**config.mk**
```make
export PLATFORM = sky130hd
export DESIGN_NAME = target_locator_flat
export DESIGN_NICKNAME = d
export VERILOG_FILES = /design/src/rtl/target_locator_pkg.sv /design/src/rtl/target_locator_if.sv /design/src/rtl/target_locator_bbox_accumulator.sv /design/src/rtl/target_locator.sv /design/src/flat_wrapper.sv
export SDC_FILE = /design/constraint.sdc
export NUM_CORES = 1
export LEC_CHECK = 0
export ABC_AREA = 1
export BUFFER_PORTS_ARGS = -buffer_cell sky130_fd_sc_hd__buf_4
export CAP_MARGIN = 25
export CORE_ASPECT_RATIO = 0.6
export CORE_MARGIN = 1.5
export CORE_UTILIZATION = 44
export CTS_BUF_LIST = sky130_fd_sc_hd__clkbuf_16
export DETAILED_ROUTE_END_ITERATION = 16
export SYNTH_ARGS = -nofsm -noshare
export SYNTH_HDL_FRONTEND = slang
export SYNTH_HIERARCHICAL = 1
export SYNTH_SLANG_ARGS = --single-unit
```
**constraint.sdc**
```tcl
create_clock -name clk -period 3.3 [get_ports clk]
set_input_delay 0.495 -clock clk [delete_from_list [all_inputs] [get_ports clk]]
set_output_delay 0.495 -clock clk [all_outputs]
set_load 0.01 [all_outputs]
```
**src/rtl/target_locator_pkg.sv**
```systemverilog
// ----------------------------------------------------------------------------
// target_pkg
//   Shared types and default geometry for the target locator.
//   - colour_e : colour selector encoding (values above GREEN select nothing)
//   - dir_e    : steering hint published with the results
//   - state_e  : frame FSM states
//   - select_flag() : picks the selected colour flag out of the flag vector
// ----------------------------------------------------------------------------
package target_pkg;

    localparam int IMG_W_DEF    = 320;
    localparam int IMG_H_DEF    = 240;
    localparam int MIN_PIX_DEF  = 64;
    localparam int DEADBAND_DEF = 16;

    typedef enum logic [2:0] {
        ORANGE = 3'd0,
        PINK   = 3'd1,
        PURPLE = 3'd2,
        BLUE   = 3'd3,
        GREEN  = 3'd4
    } colour_e;

    typedef enum logic [1:0] {
        DIR_NONE   = 2'd0,
        DIR_LEFT   = 2'd1,
        DIR_RIGHT  = 2'd2,
        DIR_CENTRE = 2'd3
    } dir_e;

    typedef enum logic [1:0] {
        IDLE   = 2'd0,
        ACCUM  = 2'd1,
        REPORT = 2'd2
    } state_e;

    // flags = {green, blue, purple, pink, orange}; selectors 5-7 never match.
    function automatic logic select_flag(input logic [2:0] sel, input logic [4:0] flags);
        logic hit;
        hit = 1'b0;
        case (sel)
            ORANGE:  hit = flags[0];
            PINK:    hit = flags[1];
            PURPLE:  hit = flags[2];
            BLUE:    hit = flags[3];
            GREEN:   hit = flags[4];
            default: hit = 1'b0;
        endcase
        return hit;
    endfunction

endpackage

```
**src/rtl/target_locator_if.sv**
```systemverilog
// ----------------------------------------------------------------------------
// target_locator_if
//   Pixel stream in, per-frame results out.
//   Camera/threshold side (master drives): pix_valid, sof, eol, is_<colour>
//   flags, target_sel.
//   Locator side (slave drives): busy, result_valid, target_found, target_x/y,
//   bbox_min/max_x/y, pixel_count, frame_err, and steer_dir when
//   TARGET_DIRECTION_EN is defined.
// ----------------------------------------------------------------------------
interface target_locator_if import target_pkg::*; #(
    parameter int IMG_W = IMG_W_DEF,
    parameter int IMG_H = IMG_H_DEF
);
    localparam int XW = $clog2(IMG_W);
    localparam int YW = $clog2(IMG_H);
    localparam int CW = $clog2(IMG_W * IMG_H + 1);

    logic          pix_valid;
    logic          sof;
    logic          eol;
    logic          is_orange;
    logic          is_pink;
    logic          is_purple;
    logic          is_blue;
    logic          is_green;
    logic [2:0]    target_sel;

    logic          busy;
    logic          result_valid;
    logic          target_found;
    logic [XW-1:0] target_x;
    logic [YW-1:0] target_y;
    logic [XW-1:0] bbox_min_x;
    logic [XW-1:0] bbox_max_x;
    logic [YW-1:0] bbox_min_y;
    logic [YW-1:0] bbox_max_y;
    logic [CW-1:0] pixel_count;
    logic          frame_err;
`ifdef TARGET_DIRECTION_EN
    logic [1:0]    steer_dir;
`endif

    modport master (
        output pix_valid, sof, eol, is_orange, is_pink, is_purple, is_blue, is_green, target_sel,
        input  busy, result_valid, target_found, target_x, target_y,
               bbox_min_x, bbox_max_x, bbox_min_y, bbox_max_y, pixel_count, frame_err
`ifdef TARGET_DIRECTION_EN
        , input steer_dir
`endif
    );

    modport slave (
        input  pix_valid, sof, eol, is_orange, is_pink, is_purple, is_blue, is_green, target_sel,
        output busy, result_valid, target_found, target_x, target_y,
               bbox_min_x, bbox_max_x, bbox_min_y, bbox_max_y, pixel_count, frame_err
`ifdef TARGET_DIRECTION_EN
        , output steer_dir
`endif
    );

endinterface

```
**src/rtl/target_locator_bbox_accumulator.sv**
```systemverilog
// ----------------------------------------------------------------------------
// bbox_accumulator
//   Holds the per-frame matching-pixel count and bounding box.
//   Ports: clk, rst (async, active-high), clr_i (start a new frame),
//   match_i (current pixel matches), x_i/y_i (current pixel position),
//   count_o, min_x_o, max_x_o, min_y_o, max_y_o.
//   The outputs are a look-ahead view that already includes the current
//   pixel, so the top can capture final results on the same edge that
//   consumes the last pixel of the frame.
// ----------------------------------------------------------------------------
module bbox_accumulator #(
    parameter int XW = 9,
    parameter int YW = 8,
    parameter int CW = 17
) (
    input  logic          clk,
    input  logic          rst,
    input  logic          clr_i,
    input  logic          match_i,
    input  logic [XW-1:0] x_i,
    input  logic [YW-1:0] y_i,
    output logic [CW-1:0] count_o,
    output logic [XW-1:0] min_x_o,
    output logic [XW-1:0] max_x_o,
    output logic [YW-1:0] min_y_o,
    output logic [YW-1:0] max_y_o
);

    logic [CW-1:0] count_q, count_d;
    logic [XW-1:0] min_x_q, min_x_d, max_x_q, max_x_d;
    logic [YW-1:0] min_y_q, min_y_d, max_y_q, max_y_d;

    always_comb begin
        // NOTE: every combinational output gets a value before any branch, so no latch is inferred.
        // A clear starts from an empty box; the clearing pixel may still match.
        count_d = clr_i ? '0 : count_q;
        min_x_d = clr_i ? '0 : min_x_q;
        max_x_d = clr_i ? '0 : max_x_q;
        min_y_d = clr_i ? '0 : min_y_q;
        max_y_d = clr_i ? '0 : max_y_q;

        if (match_i) begin
            if (count_d == '0) begin
                // First match of the frame seeds both corners.
                min_x_d = x_i;
                max_x_d = x_i;
                min_y_d = y_i;
                max_y_d = y_i;
            end else begin
                if (x_i < min_x_d) min_x_d = x_i;
                if (x_i > max_x_d) max_x_d = x_i;
                if (y_i < min_y_d) min_y_d = y_i;
                if (y_i > max_y_d) max_y_d = y_i;
            end
            if (count_d != '1) count_d = count_d + 1'b1;
        end
    end

    // NOTE: state registers use non-blocking assignments so all flops update together at the edge.
    always_ff @(posedge clk or posedge rst) begin
        if (rst) begin
            count_q <= '0;
            min_x_q <= '0;
            max_x_q <= '0;
            min_y_q <= '0;
            max_y_q <= '0;
        end else begin
            count_q <= count_d;
            min_x_q <= min_x_d;
            max_x_q <= max_x_d;
            min_y_q <= min_y_d;
            max_y_q <= max_y_d;
        end
    end

    assign count_o = count_d;
    assign min_x_o = min_x_d;
    assign max_x_o = max_x_d;
    assign min_y_o = min_y_d;
    assign max_y_o = max_y_d;

endmodule

```
**src/rtl/target_locator.sv**
```systemverilog
// ----------------------------------------------------------------------------
// target_locator
//   Finds one selected colour in each camera frame and reports pixel count,
//   bounding box and centre at end of frame.
//   Ports: clk (pixel clock), rst (async, active-high), bus (slave side of
//   target_locator_if: pixel stream and flags in, results out).
//   Optional feature macro: TARGET_DIRECTION_EN adds steer_dir (left / right /
//   centre hint derived from target_x and DEADBAND).
//   Contents: frame FSM, x/y position counters, colour flag mux and result
//   registers; count/bbox accumulation lives in bbox_accumulator.
// ----------------------------------------------------------------------------
module target_locator import target_pkg::*; #(
    parameter int IMG_W    = IMG_W_DEF,
    parameter int IMG_H    = IMG_H_DEF,
    parameter int MIN_PIX  = MIN_PIX_DEF
`ifdef TARGET_DIRECTION_EN
    , parameter int DEADBAND = DEADBAND_DEF
`endif
) (
    input  logic           clk,
    input  logic           rst,
    target_locator_if.slave bus
);

    localparam int XW = $clog2(IMG_W);
    localparam int YW = $clog2(IMG_H);
    localparam int CW = $clog2(IMG_W * IMG_H + 1);

    state_e        state_q, state_d;
    logic [XW-1:0] x_q, x_d;
    logic [YW-1:0] y_q, y_d;
    logic [2:0]    sel_q, sel_d;

    logic          found_q, found_d;
    logic [CW-1:0] res_count_q, res_count_d;
    logic [XW-1:0] res_min_x_q, res_min_x_d, res_max_x_q, res_max_x_d, res_cx_q, res_cx_d;
    logic [YW-1:0] res_min_y_q, res_min_y_d, res_max_y_q, res_max_y_d, res_cy_q, res_cy_d;
    logic          frame_err_q, frame_err_d;
`ifdef TARGET_DIRECTION_EN
    dir_e          steer_q, steer_d;
`endif

    logic          start;
    logic          acc_en;
    logic          finish;
    logic          match;
    logic [XW-1:0] cur_x;
    logic [YW-1:0] cur_y;
    logic [2:0]    cur_sel;

    logic [CW-1:0] acc_count;
    logic [XW-1:0] acc_min_x, acc_max_x;
    logic [YW-1:0] acc_min_y, acc_max_y;
    logic [XW:0]   sum_x;
    logic [YW:0]   sum_y;

    // A valid sof always starts a frame, whatever the state; it overrides a
    // coincident final eol, which is what turns that case into an abort.
    assign start   = bus.pix_valid & bus.sof;
    assign acc_en  = bus.pix_valid & (start | (state_q == ACCUM));
    assign finish  = (state_q == ACCUM) & bus.pix_valid & ~bus.sof & bus.eol
                   & (y_q == YW'(IMG_H - 1));

    // The sof pixel sits at (0,0) and uses the selector presented with it.
    assign cur_x   = start ? '0 : x_q;
    assign cur_y   = start ? '0 : y_q;
    assign cur_sel = start ? bus.target_sel : sel_q;
    assign match   = acc_en & select_flag(cur_sel, {bus.is_green, bus.is_blue, bus.is_purple,
                                                    bus.is_pink, bus.is_orange});

    bbox_accumulator #(.XW(XW), .YW(YW), .CW(CW)) u_acc (
        .clk     (clk),
        .rst     (rst),
        .clr_i   (start),
        .match_i (match),
        .x_i     (cur_x),
        .y_i     (cur_y),
        .count_o (acc_count),
        .min_x_o (acc_min_x),
        .max_x_o (acc_max_x),
        .min_y_o (acc_min_y),
        .max_y_o (acc_max_y)
    );

    assign sum_x = {1'b0, acc_min_x} + {1'b0, acc_max_x};
    assign sum_y = {1'b0, acc_min_y} + {1'b0, acc_max_y};

    // Frame FSM next state.
    always_comb begin
        state_d = state_q;
        case (state_q)
            IDLE:    if (start) state_d = ACCUM;
            ACCUM:   if (finish) state_d = REPORT;
            REPORT:  state_d = start ? ACCUM : IDLE;
            default: state_d = IDLE;
        endcase
    end

    // Position counters and selector latch.
    always_comb begin
        x_d   = x_q;
        y_d   = y_q;
        sel_d = sel_q;
        if (acc_en) begin
            sel_d = cur_sel;
            if (bus.eol) begin
                x_d = '0;
                y_d = (cur_y == YW'(IMG_H - 1)) ? cur_y : cur_y + 1'b1;
            end else begin
                x_d = (cur_x == XW'(IMG_W - 1)) ? cur_x : cur_x + 1'b1;
                y_d = cur_y;
            end
        end
    end

    // Result capture on the edge that consumes the final pixel.
    always_comb begin
        found_d     = found_q;
        res_count_d = res_count_q;
        res_min_x_d = res_min_x_q;
        res_max_x_d = res_max_x_q;
        res_min_y_d = res_min_y_q;
        res_max_y_d = res_max_y_q;
        res_cx_d    = res_cx_q;
        res_cy_d    = res_cy_q;
        frame_err_d = (state_q == ACCUM) & start;
`ifdef TARGET_DIRECTION_EN
        steer_d     = steer_q;
`endif
        if (finish) begin
            res_count_d = acc_count;
            found_d     = (acc_count >= CW'(MIN_PIX));
            if (acc_count == '0) begin
                // Empty frame: publish an all-zero box rather than stale corners.
                res_min_x_d = '0;
                res_max_x_d = '0;
                res_min_y_d = '0;
                res_max_y_d = '0;
                res_cx_d    = '0;
                res_cy_d    = '0;
            end else begin
                res_min_x_d = acc_min_x;
                res_max_x_d = acc_max_x;
                res_min_y_d = acc_min_y;
                res_max_y_d = acc_max_y;
                res_cx_d    = sum_x[XW:1];
                res_cy_d    = sum_y[YW:1];
            end
`ifdef TARGET_DIRECTION_EN
            if (!found_d)
                steer_d = DIR_NONE;
            else if (res_cx_d < XW'(IMG_W / 2 - DEADBAND))
                steer_d = DIR_LEFT;
            else if (res_cx_d > XW'(IMG_W / 2 + DEADBAND))
                steer_d = DIR_RIGHT;
            else
                steer_d = DIR_CENTRE;
`endif
        end
    end

    always_ff @(posedge clk or posedge rst) begin
        if (rst) begin
            state_q     <= IDLE;
            x_q         <= '0;
            y_q         <= '0;
            sel_q       <= '0;
            found_q     <= 1'b0;
            res_count_q <= '0;
            res_min_x_q <= '0;
            res_max_x_q <= '0;
            res_min_y_q <= '0;
            res_max_y_q <= '0;
            res_cx_q    <= '0;
            res_cy_q    <= '0;
            frame_err_q <= 1'b0;
`ifdef TARGET_DIRECTION_EN
            steer_q     <= DIR_NONE;
`endif
        end else begin
            state_q     <= state_d;
            x_q         <= x_d;
            y_q         <= y_d;
            sel_q       <= sel_d;
            found_q     <= found_d;
            res_count_q <= res_count_d;
            res_min_x_q <= res_min_x_d;
            res_max_x_q <= res_max_x_d;
            res_min_y_q <= res_min_y_d;
            res_max_y_q <= res_max_y_d;
            res_cx_q    <= res_cx_d;
            res_cy_q    <= res_cy_d;
            frame_err_q <= frame_err_d;
`ifdef TARGET_DIRECTION_EN
            steer_q     <= steer_d;
`endif
        end
    end

    assign bus.busy         = (state_q == ACCUM);
    assign bus.result_valid = (state_q == REPORT);
    assign bus.frame_err    = frame_err_q;
    assign bus.target_found = found_q;
    assign bus.pixel_count  = res_count_q;
    assign bus.bbox_min_x   = res_min_x_q;
    assign bus.bbox_max_x   = res_max_x_q;
    assign bus.bbox_min_y   = res_min_y_q;
    assign bus.bbox_max_y   = res_max_y_q;
    assign bus.target_x     = res_cx_q;
    assign bus.target_y     = res_cy_q;
`ifdef TARGET_DIRECTION_EN
    assign bus.steer_dir    = steer_q;
`endif

endmodule

```
**src/flat_wrapper.sv**
```systemverilog
// flat-port wrapper written by rule: the top's interface ports become plain ports
module target_locator_flat import target_pkg::*;
#(
    parameter int IMG_W    = IMG_W_DEF,
    parameter int IMG_H    = IMG_H_DEF,
    parameter int MIN_PIX  = MIN_PIX_DEF

)
  (clk, rst, bus_pix_valid, bus_sof, bus_eol, bus_is_orange, bus_is_pink, bus_is_purple, bus_is_blue, bus_is_green, bus_target_sel, bus_busy, bus_result_valid, bus_target_found, bus_target_x, bus_target_y, bus_bbox_min_x, bus_bbox_max_x, bus_bbox_min_y, bus_bbox_max_y, bus_pixel_count, bus_frame_err);
  target_locator_if #(.IMG_W(IMG_W), .IMG_H(IMG_H)) bus_i ();
  input  logic clk;
  input  logic rst;
  input wire logic [$bits(bus_i.pix_valid)-1:0] bus_pix_valid;
  input wire logic [$bits(bus_i.sof)-1:0] bus_sof;
  input wire logic [$bits(bus_i.eol)-1:0] bus_eol;
  input wire logic [$bits(bus_i.is_orange)-1:0] bus_is_orange;
  input wire logic [$bits(bus_i.is_pink)-1:0] bus_is_pink;
  input wire logic [$bits(bus_i.is_purple)-1:0] bus_is_purple;
  input wire logic [$bits(bus_i.is_blue)-1:0] bus_is_blue;
  input wire logic [$bits(bus_i.is_green)-1:0] bus_is_green;
  input wire logic [$bits(bus_i.target_sel)-1:0] bus_target_sel;
  output wire logic [$bits(bus_i.busy)-1:0] bus_busy;
  output wire logic [$bits(bus_i.result_valid)-1:0] bus_result_valid;
  output wire logic [$bits(bus_i.target_found)-1:0] bus_target_found;
  output wire logic [$bits(bus_i.target_x)-1:0] bus_target_x;
  output wire logic [$bits(bus_i.target_y)-1:0] bus_target_y;
  output wire logic [$bits(bus_i.bbox_min_x)-1:0] bus_bbox_min_x;
  output wire logic [$bits(bus_i.bbox_max_x)-1:0] bus_bbox_max_x;
  output wire logic [$bits(bus_i.bbox_min_y)-1:0] bus_bbox_min_y;
  output wire logic [$bits(bus_i.bbox_max_y)-1:0] bus_bbox_max_y;
  output wire logic [$bits(bus_i.pixel_count)-1:0] bus_pixel_count;
  output wire logic [$bits(bus_i.frame_err)-1:0] bus_frame_err;
  assign bus_i.pix_valid = bus_pix_valid;
  assign bus_i.sof = bus_sof;
  assign bus_i.eol = bus_eol;
  assign bus_i.is_orange = bus_is_orange;
  assign bus_i.is_pink = bus_is_pink;
  assign bus_i.is_purple = bus_is_purple;
  assign bus_i.is_blue = bus_is_blue;
  assign bus_i.is_green = bus_is_green;
  assign bus_i.target_sel = bus_target_sel;
  assign bus_busy = bus_i.busy;
  assign bus_result_valid = bus_i.result_valid;
  assign bus_target_found = bus_i.target_found;
  assign bus_target_x = bus_i.target_x;
  assign bus_target_y = bus_i.target_y;
  assign bus_bbox_min_x = bus_i.bbox_min_x;
  assign bus_bbox_max_x = bus_i.bbox_max_x;
  assign bus_bbox_min_y = bus_i.bbox_min_y;
  assign bus_bbox_max_y = bus_i.bbox_max_y;
  assign bus_pixel_count = bus_i.pixel_count;
  assign bus_frame_err = bus_i.frame_err;
  target_locator #(.IMG_W(IMG_W), .IMG_H(IMG_H), .MIN_PIX(MIN_PIX)) u_core (.clk(clk), .rst(rst), .bus(bus_i));
endmodule
```
; ---- Word level (Yosys, flattened, before mapping)
; Cells that the tools add are included.
[totals]
output_inout_bits = 72
inputBits = 13
reg_bits = 143
[classes]
muxes = 37
n_bitwise = 10
addsub = 5
eq_ne = 12
n_reduce_logical = 5
order_cmp = 5
[ops]
columns = cell, count
row1 = 9-bit two-way mux, 14
row2 = 8-bit two-way mux, 14
row3 = 17-bit two-way mux, 3
row4 = 17-bit logical NOT, 2
row5 = "17-bit by 1-bit adder with 17-bit output, second input constant", 1
row6 = "17-bit by 7-bit >= comparator with 1-bit output, second input constant", 1
row7 = "17-bit != test, second input constant", 1
row8 = "8-bit equality test, second input constant", 2
row9 = 9-bit by 9-bit adder with 10-bit output, 1
row10 = 8-bit by 8-bit adder with 9-bit output, 1
row11 = "9-bit by 1-bit adder with 9-bit output, second input constant", 1
row12 = "9-bit equality test, second input constant", 1
row13 = 9-bit > comparator, 1
row14 = 9-bit less-than comparator, 1
row15 = "8-bit by 1-bit adder with 8-bit output, second input constant", 1
row16 = 1-bit AND, 8
row17 = 8-bit > comparator, 1
row18 = 8-bit less-than comparator, 1
row19 = "3-bit by 2-bit equality test with 1-bit output, second input constant", 2
row20 = 2-bit case mux with 3 select lines, 1
row21 = 1-bit case mux with 5 select lines, 1
row22 = 2-bit two-way mux, 2
row23 = "2-bit by 1-bit != test with 1-bit output, second input constant", 2
row24 = "3-bit by 1-bit equality test with 1-bit output, second input constant", 1
row25 = 10 further kinds, 10

; ---- Longest topological paths before layout
; Gate-level depths: netlist of run 1.
[depth]
word_depth = 8
depth_mapped = 28
mapped_depth_nobuf = 26

; ---- Cells and area by module
; The synthesis of run 1 kept the hierarchy.
[modules_own_cells]
columns = module, area_each_um2, seq_area_each_um2, instances, cells_each
row1 = target_locator, 4862.2, 2302.2, 1, 651
row2 = bbox_accumulator, 3628.5, 1276.2, 1, 517

; ---- Least setup slack after synthesis of run 1
; No wires, ideal clock.
[synth_path]
path_type = input -> register
start = input bus_sof
end = register u_core.res_cx_q[7], in the netlist u_core/bus.target_x[7]
t_required_ns = 3.183
arrival_time_ns = 3.587
path_slack_ns = -0.404
stages = 26
cell_sequence = nand2_2 -> inv_2 -> inv_2 -> buf_2 -> buf_1 -> buf_1 -> nand2_1 -> ha_1 -> nand2_1 -> nor2_1 -> nand3_1 -> nand3_1 -> nand2_4 -> nand2_4 -> nand3_1 -> nand2_1 -> inv_1 -> fa_1 -> inv_1 -> nand2_1 -> nand3_1 -> nand2_1 -> nand2_1 -> nand2_1 -> nand3_1 -> nand2_1
[synth_between]
elab_chain_cells = 8
elab_cells_between_ends = 35
[synth_rtl]
columns = item, line_no
row1 = start: declaration, flat_wrapper.sv:14  ; input wire logic [$bits(bus_i.sof)-1:0] bus_sof;
row2 = 1-bit AND (*), target_locator.sv:59  ; assign start = bus.pix_valid & bus.sof;
row3 = named net u_core.start, target_locator.sv:43  ; logic start;
row4 = "9-bit two-way mux, or another cell as far along", target_locator.sv:65  ; assign cur_x = start ? '0 : x_q;
row5 = "9-bit less-than comparator, or another cell as far along", target_locator_bbox_accumulator.sv:50  ; if (x_i < min_x_d) min_x_d = x_i;
row6 = 9-bit two-way mux or 1-bit case mux with 5 select lines (tied branches), "target_locator_bbox_accumulator.sv:50, target_locator_pkg.sv:41"
row7 = 9-bit two-way mux or 1-bit AND (tied branches), "target_locator_bbox_accumulator.sv:43, target_locator.sv:68"
row8 = 9-bit two-way mux (*), target_locator_bbox_accumulator.sv:42  ; if (match_i) begin
row9 = named net u_core.acc_min_x[1], target_locator.sv:52  ; logic [XW-1:0] acc_min_x, acc_max_x;
row10 = 9-bit by 9-bit adder with 10-bit output (*), target_locator.sv:85  ; assign sum_x = {1'b0, acc_min_x} + {1'b0, acc_max_x};
row11 = 9-bit two-way mux (*), target_locator.sv:133  ; if (acc_count == '0) begin
row12 = end signal: assignment, target_locator.sv:191  ; res_cx_q <= res_cx_d;
row13 = end: declaration, target_locator.sv:36  ; logic [XW-1:0] res_min_x_q, res_min_x_d, res_max_x_q, res_max_x_d, res_cx_q, res_cx_d;
; Mark *: on every way through the listed nets, which the timed path passes. The rest lies on a longest branch.
; A chain may end at the register's enable or synchronous reset.

; ---- Worst setup path after layout of run 1
[layout_path]
start = input bus_sof
end = register u_core.res_cy_q[7], in the netlist u_core/bus.target_y[7]
[layout_between]
elab_chain_cells = 8
elab_cells_between_ends = 35
[layout_rtl]
columns = item, line_no
row1 = 1-bit AND (*), target_locator.sv:59
row2 = named net u_core.start, target_locator.sv:43
row3 = "8-bit two-way mux, or another cell as far along", target_locator.sv:66  ; assign cur_y = start ? '0 : y_q;
row4 = "8-bit > comparator, or another cell as far along", target_locator_bbox_accumulator.sv:53  ; if (y_i > max_y_d) max_y_d = y_i;
row5 = 8-bit two-way mux or 1-bit case mux with 5 select lines (tied branches), "target_locator_bbox_accumulator.sv:53, target_locator_pkg.sv:41"
row6 = 8-bit two-way mux or 1-bit AND (tied branches), "target_locator_bbox_accumulator.sv:43, target_locator.sv:68"
row7 = 8-bit two-way mux (*), target_locator_bbox_accumulator.sv:42
row8 = named net u_core.acc_max_y[5], target_locator.sv:53  ; logic [YW-1:0] acc_min_y, acc_max_y;
row9 = 8-bit by 8-bit adder with 9-bit output (*), target_locator.sv:86  ; assign sum_y = {1'b0, acc_min_y} + {1'b0, acc_max_y};
row10 = 8-bit two-way mux (*), target_locator.sv:133
row11 = end signal: assignment, target_locator.sv:192  ; res_cy_q <= res_cy_d;
row12 = end: declaration, target_locator.sv:37  ; logic [YW-1:0] res_min_y_q, res_min_y_d, res_max_y_q, res_max_y_d, res_cy_q, res_cy_d;
; Marks and branches as above.

==> results of run 1 <==
## layout make-up
class | instances | area (µm²) | share of cell area, %
Multi-Input combinational cell | 872 | 4360 | 38.2
Sequential cell | 143 | 3580 | 31.4
Timing Repair Buffer | 269 | 2160 | 19.0
Inverter | 123 | 469 | 4.11
Clock buffer | 17 | 425 | 3.73
Tap cell | 246 | 308 | 2.70
Clock inverter | 14 | 104 | 0.910
## worst max-delay path by stage
stage	from	to	slack (ns)	cells after the start
after global routing	bus_sof	u_core/bus.bbox_min_x[4]$_DFFE_PP0P_	0.01	22
after global placement	bus_sof	u_core/bus.target_y[7]$_DFFE_PP0P_	-0.17	22
after floorplan	bus_sof	u_core/bus.target_x[7]$_DFFE_PP0P_	-0.06	26
final	bus_sof	u_core/bus.target_y[7]$_DFFE_PP0P_	0.18	22
after CTS	bus_sof	u_core/bus.target_y[7]$_DFFE_PP0P_	0.15	21
after detailed placement	bus_sof	u_core/bus.target_y[3]$_DFFE_PP0P_	-0.30	21
## where the power goes
part | internal (W) | switching [W] | leakage, nW
logic | 0.000533 | 0.000740 | 4.34
clock network | 0.00102 | 0.000768 | 0.266
registers | 0.00183 | 0.0000425 | 1.97
## state kept, by name, summed over array words and instances, names as in the netlist, 9 cells and up
register and flops:
u_core/u_acc/count_q 17, u_core/u_acc/max_x_q 9, u_core/u_acc/min_x_q 9, u_core/bus.pixel_count 17
u_core/bus.bbox_min_x 9, u_core/bus.target_x 9, u_core/x_q 9, u_core/bus.bbox_max_x 9
## placed cells by master (no fill, tap or decap), types with 3 or more instances in the layout
cell type | netlist | routed
a21oi_1 | 22 | 21
o21ai_1 | 28 | 31
nor2_1 | 83 | 80
nand2_1 | 470 | 467
inv_2 | 11 | 13
o21a_1 | 3 | 3
nor3_1 | 9 | 9
clkbuf_16 | 0 | 17
or2_2 | 3 | 3
buf_4 | 2 | 256
nor2_2 | 5 | 7
a31oi_1 | 3 | 3
clkinv_1 | 0 | 3
nand2_2 | 9 | 11
xnor2_1 | 5 | 5
nand2_4 | 7 | 7
buf_12 | 0 | 11
nand3b_1 | 4 | 4
ha_1 | 51 | 49
o21ai_0 | 16 | 12
dfrtp_1 | 143 | 143
inv_1 | 111 | 111
nand3_1 | 123 | 121
nand4_1 | 12 | 12
nor2_4 | 2 | 3
xor2_1 | 4 | 4
## worst max-delay path, stage by stage
cell     delay, ns
buf_4         0.12
nand2_2       0.10
inv_2         0.07
inv_2         0.08
buf_6         0.19
nand2_1       0.14
ha_1          0.31
nand2_1       0.07
o21ai_0       0.19
nand2_1       0.08
nand2_1       0.06
nand2_1       0.09
nand2_4       0.11
nand2_2       0.09
buf_4         0.15
nand2_1       0.05
nand2_1       0.08
ha_1          0.35
a21oi_2       0.22
o21ai_0       0.11
a21oi_1       0.19
o21ai_1       0.09
## cell families after synthesis
| group | synth area share [%] |
|---|---|
| and+or+nand+nor | 36.3 |
| buffers and inverters | 7.52 |
| DFF | 42.1 |
| AOI/OAI and AO/OA | 5.08 |
| adders and majority gates | 7.99 |
| xor gates and xnor gates | 0.928 |
## metrics by stage
| step | setup slack, ns | cell area, µm² | hold WS (ns) | cells |
|---|---|---|---|---|
| floorplan | -0.0598 | 8510 | 0.449 | 1168 |
| global placement | -0.173 | 10800 | 0.456 | 1653 |
| detailed placement | -0.303 | 10800 | 0.463 | 1653 |
| CTS | 0.149 | 11300 | 0.173 | 1684 |
| global route | 0.0137 | 11400 | 0.206 | 1684 |
| finish | 0.177 | 11400 | 0.136 | 1684 |
## per-layer routing
layer	GRT usage, %	up-vias	routed length (µm)
met2	31.2	310	8560
met5	0	-	0
met4	4.85	0	191
li1	-	4228	-
met3	8.08	14	2270
met1	47.2	3837	14700
==> flow_metrics.py, run 1 <==
metrics = {
    "routing": {
        "drtPass1Iterations": 6,
        "wl_per_cell_um": 15.3,
        "dr_total_vias": 8389,
        "drc": 0,
        "ant_nets": 0,
        "drt_iter0_drc": 784,
        "vias_per_cell": 4.98,
        "finalWirelength_mm": 25.7,
    },
    "sta": {
        "period_share_pct": 94.6,
        "min_period_ns": 3.12,
        "setup_viol": 0,
        "max_freq_mhz": 320,
        "worst_pin_slew_ns": 0.725,
        "finalSetupTns_ns": 0,
        "finalHoldViolCount": 0,
        "slew-limit-headroom_pct": 51.7,
        "rsz0062_at_grt": "no",
        "fin_worst_skew_ns": 0.00767,
        "drv_slew": 0,
    },
    "synthesis": {
        "ys_warn_count": 6,
        "ys_top_cells_by_area": "dfrtp_1, nand2_1, ha_1, nand3_1, inv_1",
        "synth_edf_count": 0,
        "synthArstFlopShare_pct": 100,
        "synth_flop_cell": "dfrtp_1",
        "synth_most_common_cell": "nand2_1",
        "syn-num-nets": 1234,
        "synth.distinct_cells": 38,
        "ys_seq_area_share_pct": 42.1,
        "ys_ff_latch": 143,
        "synth_top_cell_area_share_pct": 42.1,
        "synth_commonest_cells": "nand2_1, dfrtp_1, nand3_1",
        "syn_inst": 1168,
        "synth_top_area_cell": "dfrtp_1",
        "synth_area_um2": 8490,
        "avgSynthCellArea_um2": 7.27,
    },
    "setup_path": {
        "reg2reg_depth": 19,
        "worst_ep_arrival_time_ns": 3.43,
        "path_max_fanout": 18,
        "critPathLaunchType": "input pin",
        "critical_path_class": "in2reg",
        "rrSetupSlack_ns": 0.31,
        "worst_setup_path_end_kind": "flip-flop",
        "rr_startpoint": "u_core/x_q[3]$_DFFE_PP0P_",
        "crit_required_ns": 3.61,
        "reg2reg_to": "u_core/bus.target_x[5]$_DFFE_PP0P_",
    },
    "clocking": {
        "cts.sinks": 143,
        "cts_setup_buffers": 0,
        "clk_pin_slew_ns": 0.06,
        "clk_latency_ns": 0.43,
        "cts_htree_levels": 4,
        "holdBufCountCts": 0,
        "numCtsBuffers": 17,
        "cts_tree": "built",
        "cts_buffer_depth": 2,
        "cts_root_buf": "clkbuf_16",
        "ctsResizeCount": 0,
    },
    "floorplanning": {
        "fp.dieH_um": 111,
        "io_pins": 85,
        "initial_core_util_pct": 44.7,
        "fp.coreArea_um2": 19000,
        "die_area_um2": 20200,
        "chipWidth_um": 182,
        "floorplan.rows": 39,
    },
    "flow_run": {
        "cap_viol_max_count": 0,
    },
    "global_routing": {
        "grt_usage_pct": 27.2,
        "grt_max_degree": 52,
        "grt_pass1_wl_mm": 41.9,
        "overflow": 0,
        "grt_pass1_vias": 7683,
        "antenna_found_initial": 0,
    },
    "power_and_ir_drop": {
        "ir_worst_vdd_mv": 0.405,
        "power_w": 0.00493,
        "power_density_nw_per_um2": 432,
        "power.leakage_nw": 6.57,
    },
    "place": {
        "dpl.hpwl_mm": 19.6,
        "gp_congestion": 0.944,
        "io_buffers": 84,
    },
    "layout": {
        "diodes": 0,
        "nets": 1492,
        "finalCoreUtilization_pct": 60.1,
        "drive_gt1_share_pct": 24.3,
        "areaGrowthSynthToFinish_pct": 34.3,
        "fillCellCount": 1708,
    },
    "run_status": {
        "outcome": "finished, final reports clean",
    },
    "hold_path": {
        "hold_class": "in2async",
    },
}
No activity file was read; power rests on OpenSTA's default activity.
==> run 2, diff against run 1 <==
- BUFFER_PORTS_ARGS: -buffer_cell sky130_fd_sc_hd__buf_4 -> unset
- DONT_BUFFER_PORTS: unset -> 1
==> flow_metrics.py, run 2 (synthesized netlist as in run 1, its figures left out) <==
metrics = {
    "run_status": {
        "outcome": "finished, final reports clean",
    },
    "routing": {
        "drtPass1Iterations": 5,
        "met2_wirelength_mm": 8.08,
        "drc": 0,
        "finalWirelength_mm": 24.4,
        "met3_length_mm": 2.30,
        "vias_per_cell": 5.10,
        "dr_total_vias": 7966,
        "ant_nets": 0,
        "top_layer": "met4",
        "drt_iter0_drc": 883,
        "wl_per_cell_um": 15.6,
        "drt-met1-wl_mm": 13.9,
    },
    "layout": {
        "layout_commonest_cell": "nand2_1",
        "drive_gt1_share_pct": 16.9,
        "final_cell_mix": "nand2_1, dfrtp_1, buf_4",
        "fillCellCount": 1796,
        "areaGrowthSynthToFinish_pct": 22.5,
        "diodes": 0,
        "nets": 1370,
    },
    "sta": {
        "fin_worst_skew_ns": 0.0115,
        "min_period_ns": 3.03,
        "setup_viol": 0,
        "worst_pin_slew_ns": 0.859,
        "period_share_pct": 91.7,
        "finalSetupTns_ns": 0,
        "finalHoldViolCount": 0,
        "rsz0062_at_grt": "no",
        "slew-limit-headroom_pct": 42.7,
        "drv_slew": 0,
        "layout_setup_ws_ns": 0.275,
        "max_freq_mhz": 331,
    },
    "clocking": {
        "cts_htree_levels": 4,
        "clk_latency_ns": 0.44,
        "cts_buffer_depth": 2,
        "cts_tree": "built",
        "cts.sinks": 143,
        "numCtsBuffers": 17,
        "cts_root_buf": "clkbuf_16",
        "clk_pin_slew_ns": 0.07,
    },
    "global_routing": {
        "grt_usage_pct": 25.8,
        "grt_pass1_vias": 7152,
        "overflow": 0,
        "grt_max_degree": 73,
        "antenna_found_initial": 0,
        "grt_pass1_wl_mm": 40.0,
    },
    "place": {
        "gp_congestion": 0.991,
        "io_buffers": 0,
        "dpl.hpwl_mm": 18.6,
        "dp_slack_ns": -0.0785,
    },
    "setup_path": {
        "crit_required_ns": 3.63,
        "critPathLaunchType": "flip-flop",
        "worst_ep_arrival_time_ns": 3.35,
        "critical_path_class": "reg2reg",
        "path_max_fanout": 10,
        "worst_setup_path_end_kind": "flip-flop",
    },
    "floorplanning": {
        "io_pins": 85,
        "fp.coreArea_um2": 19000,
        "initial_core_util_pct": 44.7,
        "chipWidth_um": 182,
        "floorplan.rows": 39,
        "die_area_um2": 20200,
        "fp.dieH_um": 111,
    },
    "power_and_ir_drop": {
        "power_density_nw_per_um2": 467,
        "power.leakage_nw": 5.92,
        "ir_worst_vdd_mv": 0.365,
    },
    "hold_path": {
        "hold_class": "in2async",
    },
    "flow_run": {
        "cap_viol_max_count": 0,
    },
}
[run 2: changes by cell type in the layout (fill, tap and decap cells not counted), moves of 2 or more]
cell / previous run / this run
buf_4: 256 / 140
buf_12: 11 / 5
nand2_1: 467 / 470
nand2_2: 11 / 8
o21ai_0: 12 / 15
o21ai_1: 31 / 28
a21oi_1: 21 / 19
a21oi_2: 1 / 3
buf_6: 2 / 0
ha_1: 49 / 51
ha_4: 2 / 0
inv_6: 2 / 4
nand3_1: 121 / 123
nand3_2: 2 / 0
[run 2: stage by stage]
| stage | total power, W | instance area, µm² | util (%) | hold slack, ns | std cells |
|---|---|---|---|---|---|
| floorplan | 0.00257 | 8510 | - | 0.449 | 1168 |
| global placement | 0.00302 | 9760 | 51.4 | 0.469 | 1525 |
| detailed placement | 0.00303 | 9760 | 51.4 | 0.473 | 1525 |
| CTS | 0.00487 | 10300 | 54.3 | 0.133 | 1556 |
| global route | 0.00512 | 10400 | 54.8 | 0.180 | 1562 |
| finish | 0.00486 | 10400 | 54.8 | 0.118 | 1562 |
[run 2: worst max-delay path, stage by stage, from the launching register on]
cell,delay (ns)
dfrtp_1,0.40
inv_1,0.08
nor2_1,0.06
buf_4,0.15
ha_1,0.27
nand2_1,0.06
o21ai_0,0.20
nand2_1,0.07
nand3_1,0.12
nand2_4,0.08
nand2_4,0.12
nand2_1,0.08
o21ai_2,0.09
nand2_1,0.15
fa_1,0.41
inv_1,0.09
nand2_1,0.05
nand3_1,0.13
nand2_1,0.09
nand2_1,0.06
nand2_1,0.04
nand3_1,0.07
nand2_1,0.05
[run 2: power by group]
| part | leakage, nW | switching, W | internal (W) |
|---|---|---|---|
| Combinational | 3.69 | 0.000704 | 0.000462 |
| Sequential | 1.97 | 0.0000385 | 0.00183 |
| Clock | 0.264 | 0.000796 | 0.00103 |
| Total | 5.92 | 0.00154 | 0.00332 |
[run 2: what timing repair did]
action                                  in CTS  in global routing
endpoints found under the hold margin        0                 19
hold buffers                                 0                  1
buffers inserted                             0                  4
gates resized for setup                      0                  8
endpoints found under the setup margin       0                 18
[run 2: final cells by class]
| class | count | area [µm²] | area share, % |
|---|---|---|---|
| Multi-Input combinational cell | 872 | 4310 | 41.5 |
| Inverter | 123 | 469 | 4.51 |
| Clock buffer | 17 | 425 | 4.09 |
| Tap cell | 246 | 308 | 2.96 |
| Clock inverter | 14 | 116 | 1.12 |
| Sequential cell | 143 | 3580 | 34.4 |
| Timing Repair Buffer | 147 | 1190 | 11.4 |
[run 2: path summary, 6_finish.rpt]
check                           slack, ns                 startpoint  cells past startpoint                                     end
min in group clk                     0.22                    bus_eol                      3               u_core/x_q[3]$_DFFE_PP0P_
max in group asynchronous            1.99                        rst                      4  u_core/bus.pixel_count[14]$_DFFE_PP0P_
worst max register to register       0.27  u_core/x_q[3]$_DFFE_PP0P_                     22      u_core/bus.target_x[7]$_DFFE_PP0P_
worst max-delay path                 0.27  u_core/x_q[3]$_DFFE_PP0P_                     22      u_core/bus.target_x[7]$_DFFE_PP0P_
worst min register to register       0.49  u_core/x_q[1]$_DFFE_PP0P_                      2               u_core/x_q[1]$_DFFE_PP0P_
worst min-delay path                 0.12                        rst                      1       u_core/u_acc/min_x_q[6]$_DFF_PP0_
[run 2: routing by layer]
layer	vias to the layer above	global-route usage, %
li1	3978	-
met1	3673	45.3
met2	299	28.9
met3	16	7.19
met4	0	5.45
met5	-	0
==> run 3, diff against run 2 <==
- CELL_PAD_IN_SITES_DETAIL_PLACEMENT: unset -> 0
- CELL_PAD_IN_SITES_GLOBAL_PLACEMENT: unset -> 2
- CORE_UTILIZATION: 44 -> 37
- PLACE_DENSITY_LB_ADDON: unset -> 0.1
==> flow_metrics.py, run 3 (synthesized netlist as in run 1, its figures left out) <==
metrics = {
    "layout": {
        "final_cell_mix": "nand2_1, buf_4, dfrtp_1",
        "areaGrowthSynthToFinish_pct": 30.5,
        "nets": 1441,
        "finalCoreUtilization_pct": 49.7,
        "layout_commonest_cell": "nand2_1",
        "fillCellCount": 2265,
        "stdcell_count": 1695,
        "diodes": 0,
        "drive_gt1_share_pct": 21.9,
        "postLayoutCellArea_um2": 11100,
    },
    "floorplanning": {
        "io_pins": 85,
        "die_area_um2": 23900,
        "floorplan.rows": 42,
        "fp.coreArea_um2": 22300,
        "initial_core_util_pct": 38.1,
        "chipWidth_um": 199,
        "fp.dieH_um": 120,
    },
    "setup_path": {
        "crit_required_ns": 3.62,
        "critPathLaunchType": "input pin",
        "path_max_fanout": 13,
        "critical_path_class": "in2reg",
        "worst_setup_path_end_kind": "flip-flop",
        "crit_top_cell": "nand2_1",
        "worst_ep_arrival_time_ns": 3.47,
        "slowest_stage": "fa_1",
        "crit_start": "bus_sof",
        "slowest_delay_ns": 0.47,
        "rr_startpoint": "u_core/x_q[6]$_DFFE_PP0P_",
        "crit_chain": "nand2_2 -> inv_2 -> inv_2 -> buf_4 -> nand2_1 -> ha_1 -> nand2_1 -> nor2_1 -> nand2_1 -> nand2_1 -> nand2_4 -> nand2_2 -> nand2_1 -> nand2_1 -> inv_1 -> fa_1 -> o21ai_0 -> xnor2_1 -> o21ai_0",
    },
    "sta": {
        "worst_pin_slew_ns": 0.757,
        "max_freq_mhz": 318,
        "drv_slew": 0,
        "fin_worst_skew_ns": 0.00983,
        "rsz0062_at_grt": "yes",
        "min_period_ns": 3.14,
        "finalHoldViolCount": 0,
        "setup_viol": 0,
        "period_share_pct": 95.2,
        "slew-limit-headroom_pct": 49.6,
    },
    "place": {
        "place_area_um2": 10400,
        "gp_congestion": 0.883,
        "dp_cells": 1659,
        "dpl.hpwl_mm": 20.4,
        "io_buffers": 0,
    },
    "routing": {
        "drt_iter0_drc": 536,
        "drc": 0,
        "vias_per_cell": 4.70,
        "dr_total_vias": 7965,
        "drtPass1Iterations": 5,
        "ant_nets": 0,
        "wl_per_cell_um": 15.4,
        "finalWirelength_mm": 26.1,
    },
    "global_routing": {
        "grt_pass1_wl_mm": 42.2,
        "grt_usage_pct": 23.4,
        "grt_max_degree": 49,
        "antenna_found_initial": 0,
        "grt_pass1_vias": 7775,
        "overflow": 0,
    },
    "power_and_ir_drop": {
        "power_density_nw_per_um2": 461,
        "ir_worst_vdd_mv": 0.347,
        "power_w": 0.00511,
        "power.leakage_nw": 6.26,
    },
    "flow_run": {
        "cap_viol_max_count": 0,
    },
    "clocking": {
        "cts_buffer_depth": 2,
        "cts_htree_levels": 4,
        "numCtsBuffers": 17,
        "clk_latency_ns": 0.45,
        "cts.sinks": 143,
        "cts_tree": "built",
        "clk_pin_slew_ns": 0.06,
        "cts_root_buf": "clkbuf_16",
    },
    "hold_path": {
        "hold_class": "in2reg",
        "hp-start": "bus_eol",
    },
    "run_status": {
        "outcome": "finished, final reports clean",
    },
}
run 3: what timing repair did:
item | CTS | global route
setup buffers | 0 | 4
endpoints found under the hold margin | 17 | 0
hold buffers | 1 | 0
endpoints found under the setup margin | 0 | 16
resized for setup | 0 | 16
run 3: power breakdown:
group	switching [W]	internal, W
sequential	0.0000364	0.00183
clock	0.000828	0.00112
combinational	0.000739	0.000558
run 3: final cells by class:
class,instances,area (µm²),share of cell area [%]
clock buffers,17,425,3.84
well taps,308,385,3.48
flip-flops and latches,143,3580,32.3
multi-input cells,872,4350,39.2
inverters,123,469,4.23
repair buffers,218,1720,15.5
clock inverters,14,156,1.41
run 3: path summary, 6_finish.rpt:
| path | to | slack (ns) | cells after the start |
|---|---|---|---|
| max in group asynchronous | u_core/u_acc/max_y_q[2]$_DFF_PP0_ | 1.85 | 3 |
| hold reg to reg | u_core/x_q[1]$_DFFE_PP0P_ | 0.49 | 2 |
| min in group asynchronous | u_core/u_acc/count_q[3]$_DFF_PP0_ | 0.59 | 2 |
| setup / recovery | u_core/bus.target_y[3]$_DFFE_PP0P_ | 0.16 | 19 |
| hold / removal | u_core/x_q[3]$_DFFE_PP0P_ | 0.22 | 3 |
| setup reg to reg | u_core/bus.target_x[7]$_DFFE_PP0P_ | 0.26 | 21 |
run 3: stage by stage:
stage / TNS, ns / setup slack [ns] / hold WS [ns]
6_report: 0 / 0.159 / 0.218
5_1_grt: -0.0000542 / -0.0000542 / 0.208
4_1_cts: 0 / 0.0583 / 0.194
3_5_place_dp: -8.40 / -0.306 / 0.411
3_3_place_gp: -10.37 / -0.319 / 0.412
2_1_floorplan: -0.0598 / -0.0598 / 0.449
run 3: worst max-delay path, delay by kind of cell:
kind            cells  cell delay (ns)
simple gates       10             1.02
fa+ha+maj           2             0.79
compound gates      2             0.41
buf+inv             4             0.58
xor+xnor            1             0.15
run 3: routing by layer:
metal	vias up	wire length [µm]	track usage (%)	part of all wire (%)
met4	0	256	5.63	0.98
met1	3627	14500	36.6	55
met3	22	1530	6.39	5.9
met2	176	9820	30.9	38
met5	-	0	0	0
li1	4140	-	-	-
